File: src/rtl/opseq_pkg.sv
// Shared opcode encoding, FSM state type and opcode classification helpers
// for the opcode sequencer and the control decoder.
package opseq_pkg;

    localparam logic [5:0] LW_1 = 6'h00;
    localparam logic [5:0] LW_2 = 6'h01;
    localparam logic [5:0] LW_3 = 6'h02;
    localparam logic [5:0] SW_1 = 6'h03;
    localparam logic [5:0] SW_2 = 6'h04;
    localparam logic [5:0] MOV  = 6'h05;
    localparam logic [5:0] RET  = 6'h14;
    localparam logic [5:0] NOP  = 6'h15;

    typedef enum logic [1:0] {
        IDLE   = 2'd0,
        ISSUE  = 2'd1,
        EXPAND = 2'd2,
        TRAP   = 2'd3
    } state_e;

    // Micro-ops still to follow the first step of a fetched instruction.
    function automatic logic [1:0] step_count(input logic [5:0] op);
        case (op)
            LW_1:    return 2'd2;
            SW_1:    return 2'd1;
            default: return 2'd0;
        endcase
    endfunction

    // Mid-sequence steps (LW_2, LW_3, SW_2) are never valid as fetched opcodes.
    function automatic logic is_legal(input logic [5:0] op);
        return (op == LW_1) || (op == SW_1) || ((op >= MOV) && (op <= NOP));
    endfunction

endpackage

File: src/rtl/opcode_classify.sv
// Combinational opcode classifier: legality and number of expansion steps.
module opcode_classify
    import opseq_pkg::*;
(
    input  logic [5:0] opcode_i,
    output logic       legal_o,
    output logic [1:0] remaining_o
);

    assign legal_o     = is_legal(opcode_i);
    assign remaining_o = legal_o ? step_count(opcode_i) : 2'd0;

endmodule

File: src/rtl/opcode_sequencer.sv
// Issue stage: accepts fetched words, expands LW/SW into micro-op steps and
// substitutes NOP for illegal opcodes. Define OPSEQ_ILLEGAL_TRAP_EN to make an
// illegal opcode raise a sticky trap that blocks fetch until flush.
module opcode_sequencer
    import opseq_pkg::*;
#(
    parameter int INSTR_W    = 32,
    parameter int OPCODE_LSB = 26
) (
    input  logic               clk,
    input  logic               rst,
    input  logic [INSTR_W-1:0] in_instr,
    input  logic               in_valid,
    output logic               in_ready,
    input  logic               flush,
    output logic [5:0]         out_op,
    output logic [INSTR_W-1:0] out_instr,
    output logic [1:0]         out_step,
    output logic               out_last,
    output logic               out_valid,
    input  logic               out_ready,
    output logic               illegal,
    output logic               trap
);

    state_e             state_q, state_d;
    logic [1:0]         remaining_q, remaining_d;
    logic [5:0]         out_op_q, out_op_d;
    logic [INSTR_W-1:0] out_instr_q, out_instr_d;
    logic [1:0]         out_step_q, out_step_d;
    logic               out_last_q, out_last_d;
    logic               illegal_q, illegal_d;
    logic               trap_q, trap_d;

    logic [5:0]         in_opcode;
    logic               cls_legal;
    logic [1:0]         cls_remaining;
    logic               busy;
    logic               accept, advance, retire;

    assign in_opcode = in_instr[OPCODE_LSB+5:OPCODE_LSB];

    opcode_classify u_classify (
        .opcode_i    (in_opcode),
        .legal_o     (cls_legal),
        .remaining_o (cls_remaining)
    );

    assign busy    = (state_q == ISSUE) || (state_q == EXPAND);
    assign accept  = in_valid && in_ready;
    assign advance = busy && out_ready && !out_last_q;
    assign retire  = busy && out_ready && out_last_q && !accept;

    // NOTE: sequential state uses non-blocking assignments so every register
    // samples the pre-edge values of its neighbours.
    always_ff @(posedge clk) begin
        if (rst) begin
            state_q     <= IDLE;
            remaining_q <= 2'd0;
            out_op_q    <= NOP;
            out_instr_q <= '0;
            out_step_q  <= 2'd0;
            out_last_q  <= 1'b0;
            illegal_q   <= 1'b0;
            trap_q      <= 1'b0;
        end else begin
            state_q     <= state_d;
            remaining_q <= remaining_d;
            out_op_q    <= out_op_d;
            out_instr_q <= out_instr_d;
            out_step_q  <= out_step_d;
            out_last_q  <= out_last_d;
            illegal_q   <= illegal_d;
            trap_q      <= trap_d;
        end
    end

    // NOTE: every variable gets a default before the priority chain, so no
    // path leaves one unassigned and no latch is inferred.
    always_comb begin
        state_d     = state_q;
        remaining_d = remaining_q;
        out_op_d    = out_op_q;
        out_instr_d = out_instr_q;
        out_step_d  = out_step_q;
        out_last_d  = out_last_q;
        illegal_d   = 1'b0;
        trap_d      = trap_q;

        if (flush) begin
            state_d     = IDLE;
            remaining_d = 2'd0;
            out_last_d  = 1'b0;
            trap_d      = 1'b0;
        end else if (accept) begin
            out_instr_d = in_instr;
            out_op_d    = cls_legal ? in_opcode : NOP;
            out_step_d  = 2'd0;
            remaining_d = cls_remaining;
            out_last_d  = (cls_remaining == 2'd0);
            illegal_d   = !cls_legal;
            state_d     = (cls_remaining != 2'd0) ? EXPAND : ISSUE;
`ifdef OPSEQ_ILLEGAL_TRAP_EN
            trap_d      = trap_q || !cls_legal;
`endif
        end else if (advance) begin
            out_op_d    = out_op_q + 6'd1;
            out_step_d  = out_step_q + 2'd1;
            remaining_d = remaining_q - 2'd1;
            out_last_d  = (remaining_q == 2'd1);
            state_d     = (remaining_q == 2'd1) ? ISSUE : EXPAND;
        end else if (retire) begin
            // The trapped NOP retires into TRAP so fetch stays blocked.
            state_d     = trap_q ? TRAP : IDLE;
        end
    end

    always_comb begin
        out_valid = busy;
        out_op    = out_op_q;
        out_instr = out_instr_q;
        out_step  = out_step_q;
        out_last  = out_last_q;
        illegal   = illegal_q;
        trap      = trap_q;
        in_ready  = !rst && !flush && !trap_q && (!busy || (out_ready && out_last_q));
    end

endmodule

File: config.mk
export PLATFORM = sky130hd
export DESIGN_NAME = opcode_sequencer
export DESIGN_NICKNAME = d
export VERILOG_FILES = /design/src/rtl/opseq_pkg.sv /design/src/rtl/opcode_classify.sv /design/src/rtl/opcode_sequencer.sv
export SDC_FILE = /design/constraint.sdc
export NUM_CORES = 1
export LEC_CHECK = 0
export ABC_AREA = 0
export BUFFER_PORTS_ARGS = -buffer_cell sky130_fd_sc_hd__buf_2
export CAP_MARGIN = 20
export CORE_MARGIN = 2
export CORE_UTILIZATION = 35
export CTS_CLUSTER_DIAMETER = 80
export DETAILED_ROUTE_END_ITERATION = 12
export GPL_ROUTABILITY_DRIVEN = 1
export GPL_TIMING_DRIVEN = 0
export PLACE_DENSITY = 0.62
export REMOVE_ABC_BUFFERS = 1
export SLEW_MARGIN = 20
export SYNTH_ARGS = -nofsm -noshare
export SYNTH_HDL_FRONTEND = slang
export SYNTH_SLANG_ARGS = --single-unit
export TNS_END_PERCENT = 5
File: constraint.sdc
create_clock -name clk -period 1.66 [get_ports clk]
set_input_delay 0.249 -clock clk [delete_from_list [all_inputs] [get_ports clk]]
set_output_delay 0.249 -clock clk [all_outputs]
set_load 0.01 [all_outputs]
==> results.ini <==
[outcome]
status = finished with violations
violations = setup timing

[yosys]
synthDominantCellAreaShare = 0.465
synth_xor_xnor_area_share = 0.0259
synth_most_common_cell = sky130_fd_sc_hd__nand2_1
combinational_family_with_the_most_area_after_synthesis = simple AND/OR/NAND/NOR gates
synthDistinctLibCells = 44
synthSimpleGateAreaFrac = 0.259
synth-warning-count = 0
synth_area_sq_mm = 0.00198
synth_compound_area_frac = 0.184
postSynthCellCount = 244
synth_flop_cell = sky130_fd_sc_hd__dfxtp_1
synthArstFlopShare = 0
netlist_top_cells_area = sky130_fd_sc_hd__dfxtp_1 (47%), sky130_fd_sc_hd__nand2_1 (13%), sky130_fd_sc_hd__a21oi_1 (8.6%)
synthDominantAreaCellType = sky130_fd_sc_hd__dfxtp_1
post_synth_fa_ha_maj_area_fraction = 0.0126
postSynthRegisterBits = 46
synth-edff-count = 0
yosysSeqAreaShare = 0.465
synth_top_cells_by_count = sky130_fd_sc_hd__nand2_1 (70), sky130_fd_sc_hd__dfxtp_1 (46), sky130_fd_sc_hd__a21oi_1 (34)
synth.avg_cell_area_sq_um = 8.11
post_synth_mux_area_share = 0.0114

[placed_design]
detailedPlacementHpwl_mm = 3.21
placement.io_buffers = 80
pre_cts_setup_slack_ns = -0.954
gpl.final_weighted_congestion = 0.719

[routing]
dr.pass1.iters = 4
route.antenna.remaining_nets = 0
routed-wl-met3_um = 285
post_drt_via_cell_ratio = 4.87
drt_first_iter_violations = 76
wirelength_mm = 5.26
routed-wl-met2_mm = 2.47
vias = 1927
wire_per_inst_um = 13.3
post-route-drc-count = 0
route.layer.met1.wl_mm = 2.46
highest_layer = met4

[hold_path]
hp_start = in_instr[6]
min_path_type = input port to flop
worstHoldPathCells = 3
worst_hold_path.endpoint = out_instr[6]$_SDFFE_PP0P_

[floorplan]
dieArea_sq_mm = 0.00627
initial_utilization = 0.362
chipHeight_um = 79.2
io_pins = 82
core.rowCount = 27
die-width_um = 79.2
core-area_sq_mm = 0.00547

[worst_setup_path]
slowest_stage_cell_cp = sky130_fd_sc_hd__dfxtp_2
worstPathMaxFanout = 7
critical_path_startpoint = state_q[0]$_SDFFE_PP0P_
critPathRequiredTime_ns = 1.41
r2r_start = state_q[0]$_SDFFE_PP0P_
cp.arrival_ns = 1.42
cell_chain_of_the_critical_path = xnor2_4 > buf_4 > nor2_1 > nor2_1 > buf_2
reg2regPathDepth = 6
worstSetupEndpointType = primary output
crit_path_max_incr_delay_ns = 0.37
criticalPathCategory = flop to primary output
timing.critical_path.mode_cell = sky130_fd_sc_hd__nor2_1
r2r-end = out_op[2]$_SDFFE_PP1P_
ff2ff_setup_slack_ns = 0.02
crit_path_start_kind = flop

[timing]
final_hold_viol_count = 0
clock_skew_ns = 0.00656
worst_slack_ns = -0.00759
report.final.slew_viol_count = 0
finalCritPeriodShare = 1.00
setup_total_negative_slack_ns = -0.00759
grt_setup_unrepaired = true
setup_viol = 1
final.min_clock_period_ns = 1.67
max_freq_mhz = 600

[clocking]
clock_sinks = 46
numCtsBuffers = 5
cts_root_buf = sky130_fd_sc_hd__clkbuf_8
cts-htree-levels = 2
clock_buffer_depth = 2
clk_pin_slew_ns = 0.09
tritoncts = built
clkLatencyLatePin_ns = 0.30

[power]
pwr-share-seq = 0.533
power.net_switching_mw = 0.576
pwr_density_cell_mw_per_mm2 = 829
p_int_mw = 1.61
pwr-share-clk = 0.327
combinationalPowerShare = 0.140
sw_frac_of_total = 0.264
ir_drop_v = 0.000452
p_leak_nw = 1.13

[final_layout]
fraction_of_layout_cells_with_a_size_suffix_above_1 = 0.349
multi_input_area_sq_mm = 0.00106
n_antenna_cell = 0
layout-area-overhead-vs-synth_pct = 33.2
fin_nets = 362
sequential_area_sq_um = 925
fillCellCount = 587

[global_route]
grt_pass1_wl_mm = 8.38
first_global_vias = 1702
initial_antenna_violation_count = 0
grt_overflow = 0
maximum_number_of_pins_on_one_net_before_global_route_repair = 45
track_usage = 0.171

[job]
max_cap_viol_count = 0

==> registers in the layout, summed over array words and instances, names as in the netlist <==
signal,flops
out_instr,32
state_q,2
out_op,6
remaining_q,2
illegal,1
out_last,1
out_step,2
==> cell families after synthesis <==
logic type,after synthesis
other,1
and+or+nand+nor,113
buffers and inverters,18
adders and majority gates,2
muxes,2
DFF,46
AOI/OAI and AO/OA,57
xor gates and xnor gates,5
==> what timing repair did <==
item,CTS,global route
setup buffers,4,0
hold buffers,0,0
gates cloned,2,0
resized for setup,11,3
setup endpoints to repair,46,31
pin swaps,3,1
==> critical path: cells and delay by family (launching register included) <==
family | cells | cell delay [ns]
flops | 1 | 0.37
xor+xnor | 1 | 0.32
simple gates | 2 | 0.11
buf+inv | 2 | 0.32
==> cell type report <==
cell class / instances / share of cell area
Inverter: 3 / 0.00427
Clock buffer: 7 / 0.0327
Tap cell: 72 / 0.0342
Multi-Input combinational cell: 182 / 0.402
Timing Repair Buffer: 85 / 0.175
Clock inverter: 1 / 0.00190
Sequential cell: 46 / 0.351
==> worst max-delay path by stage <==
stage	to	slack, ns	cells past startpoint
2_1_floorplan	state_q[1]$_SDFFE_PP0P_	-0.36	4
3_3_place_gp	state_q[1]$_SDFFE_PP0P_	-1.27	5
3_5_place_dp	state_q[1]$_SDFFE_PP0P_	-0.95	5
4_1_cts	out_instr[17]$_SDFFE_PP0P_	0.002	5
5_1_grt	out_op[5]$_SDFFE_PP0P_	-0.09	5
6_report	in_ready	-0.008	5
==> per-layer routing <==
layer  vias to the layer above  GRT usage
li1                        995          -
met1                       873      0.223
met2                        54      0.276
met3                         5     0.0432
met4                         0     0.0569
met5                         -          0
==> stage by stage <==
stage / area, sq um / hold WS, ns / utilization / instances / power, mW
final: 2640 / 0.180 / 0.482 / 396 / 2.19
after global routing: 2640 / 0.172 / 0.482 / 396 / 2.29
after CTS: 2620 / 0.167 / 0.478 / 396 / 2.22
after detailed placement: 2430 / 0.446 / 0.444 / 382 / 1.47
after global placement: 2400 / 0.439 / 0.439 / 381 / 1.46
after floorplan: 1910 / 0.317 / - / 229 / 1.32
==> power groups by stage <==
stage	sequential, mW	combinational, mW	clock [mW]
3_3_place_gp	1.19	0.269	0
3_5_place_dp	1.19	0.278	0
5_1_grt	1.17	0.340	0.784
4_1_cts	1.16	0.305	0.747
6_report	1.16	0.307	0.715
2_1_floorplan	1.20	0.120	0
==> placed cells by master, fill, tap and decap left out, types with 2 or more instances in the layout <==
master / count
sky130_fd_sc_hd__a211oi_1: 2
sky130_fd_sc_hd__a21oi_1: 34
sky130_fd_sc_hd__a31oi_1: 3
sky130_fd_sc_hd__buf_2: 79
sky130_fd_sc_hd__buf_4: 5
sky130_fd_sc_hd__clkbuf_8: 6
sky130_fd_sc_hd__dfxtp_1: 43
sky130_fd_sc_hd__dfxtp_2: 3
sky130_fd_sc_hd__ha_1: 2
sky130_fd_sc_hd__inv_1: 3
sky130_fd_sc_hd__mux2_2: 2
sky130_fd_sc_hd__nand2_1: 70
sky130_fd_sc_hd__nand3_1: 3
sky130_fd_sc_hd__nand3b_1: 7
sky130_fd_sc_hd__nor2_1: 13
sky130_fd_sc_hd__nor3_1: 3
sky130_fd_sc_hd__nor3_2: 2
sky130_fd_sc_hd__nor3b_1: 2
sky130_fd_sc_hd__nor4_1: 2
sky130_fd_sc_hd__o211a_4: 2
sky130_fd_sc_hd__o21ai_0: 6
sky130_fd_sc_hd__or4_1: 2
sky130_fd_sc_hd__xor2_1: 3
Note: power is estimated with default switching activity, not from simulation.
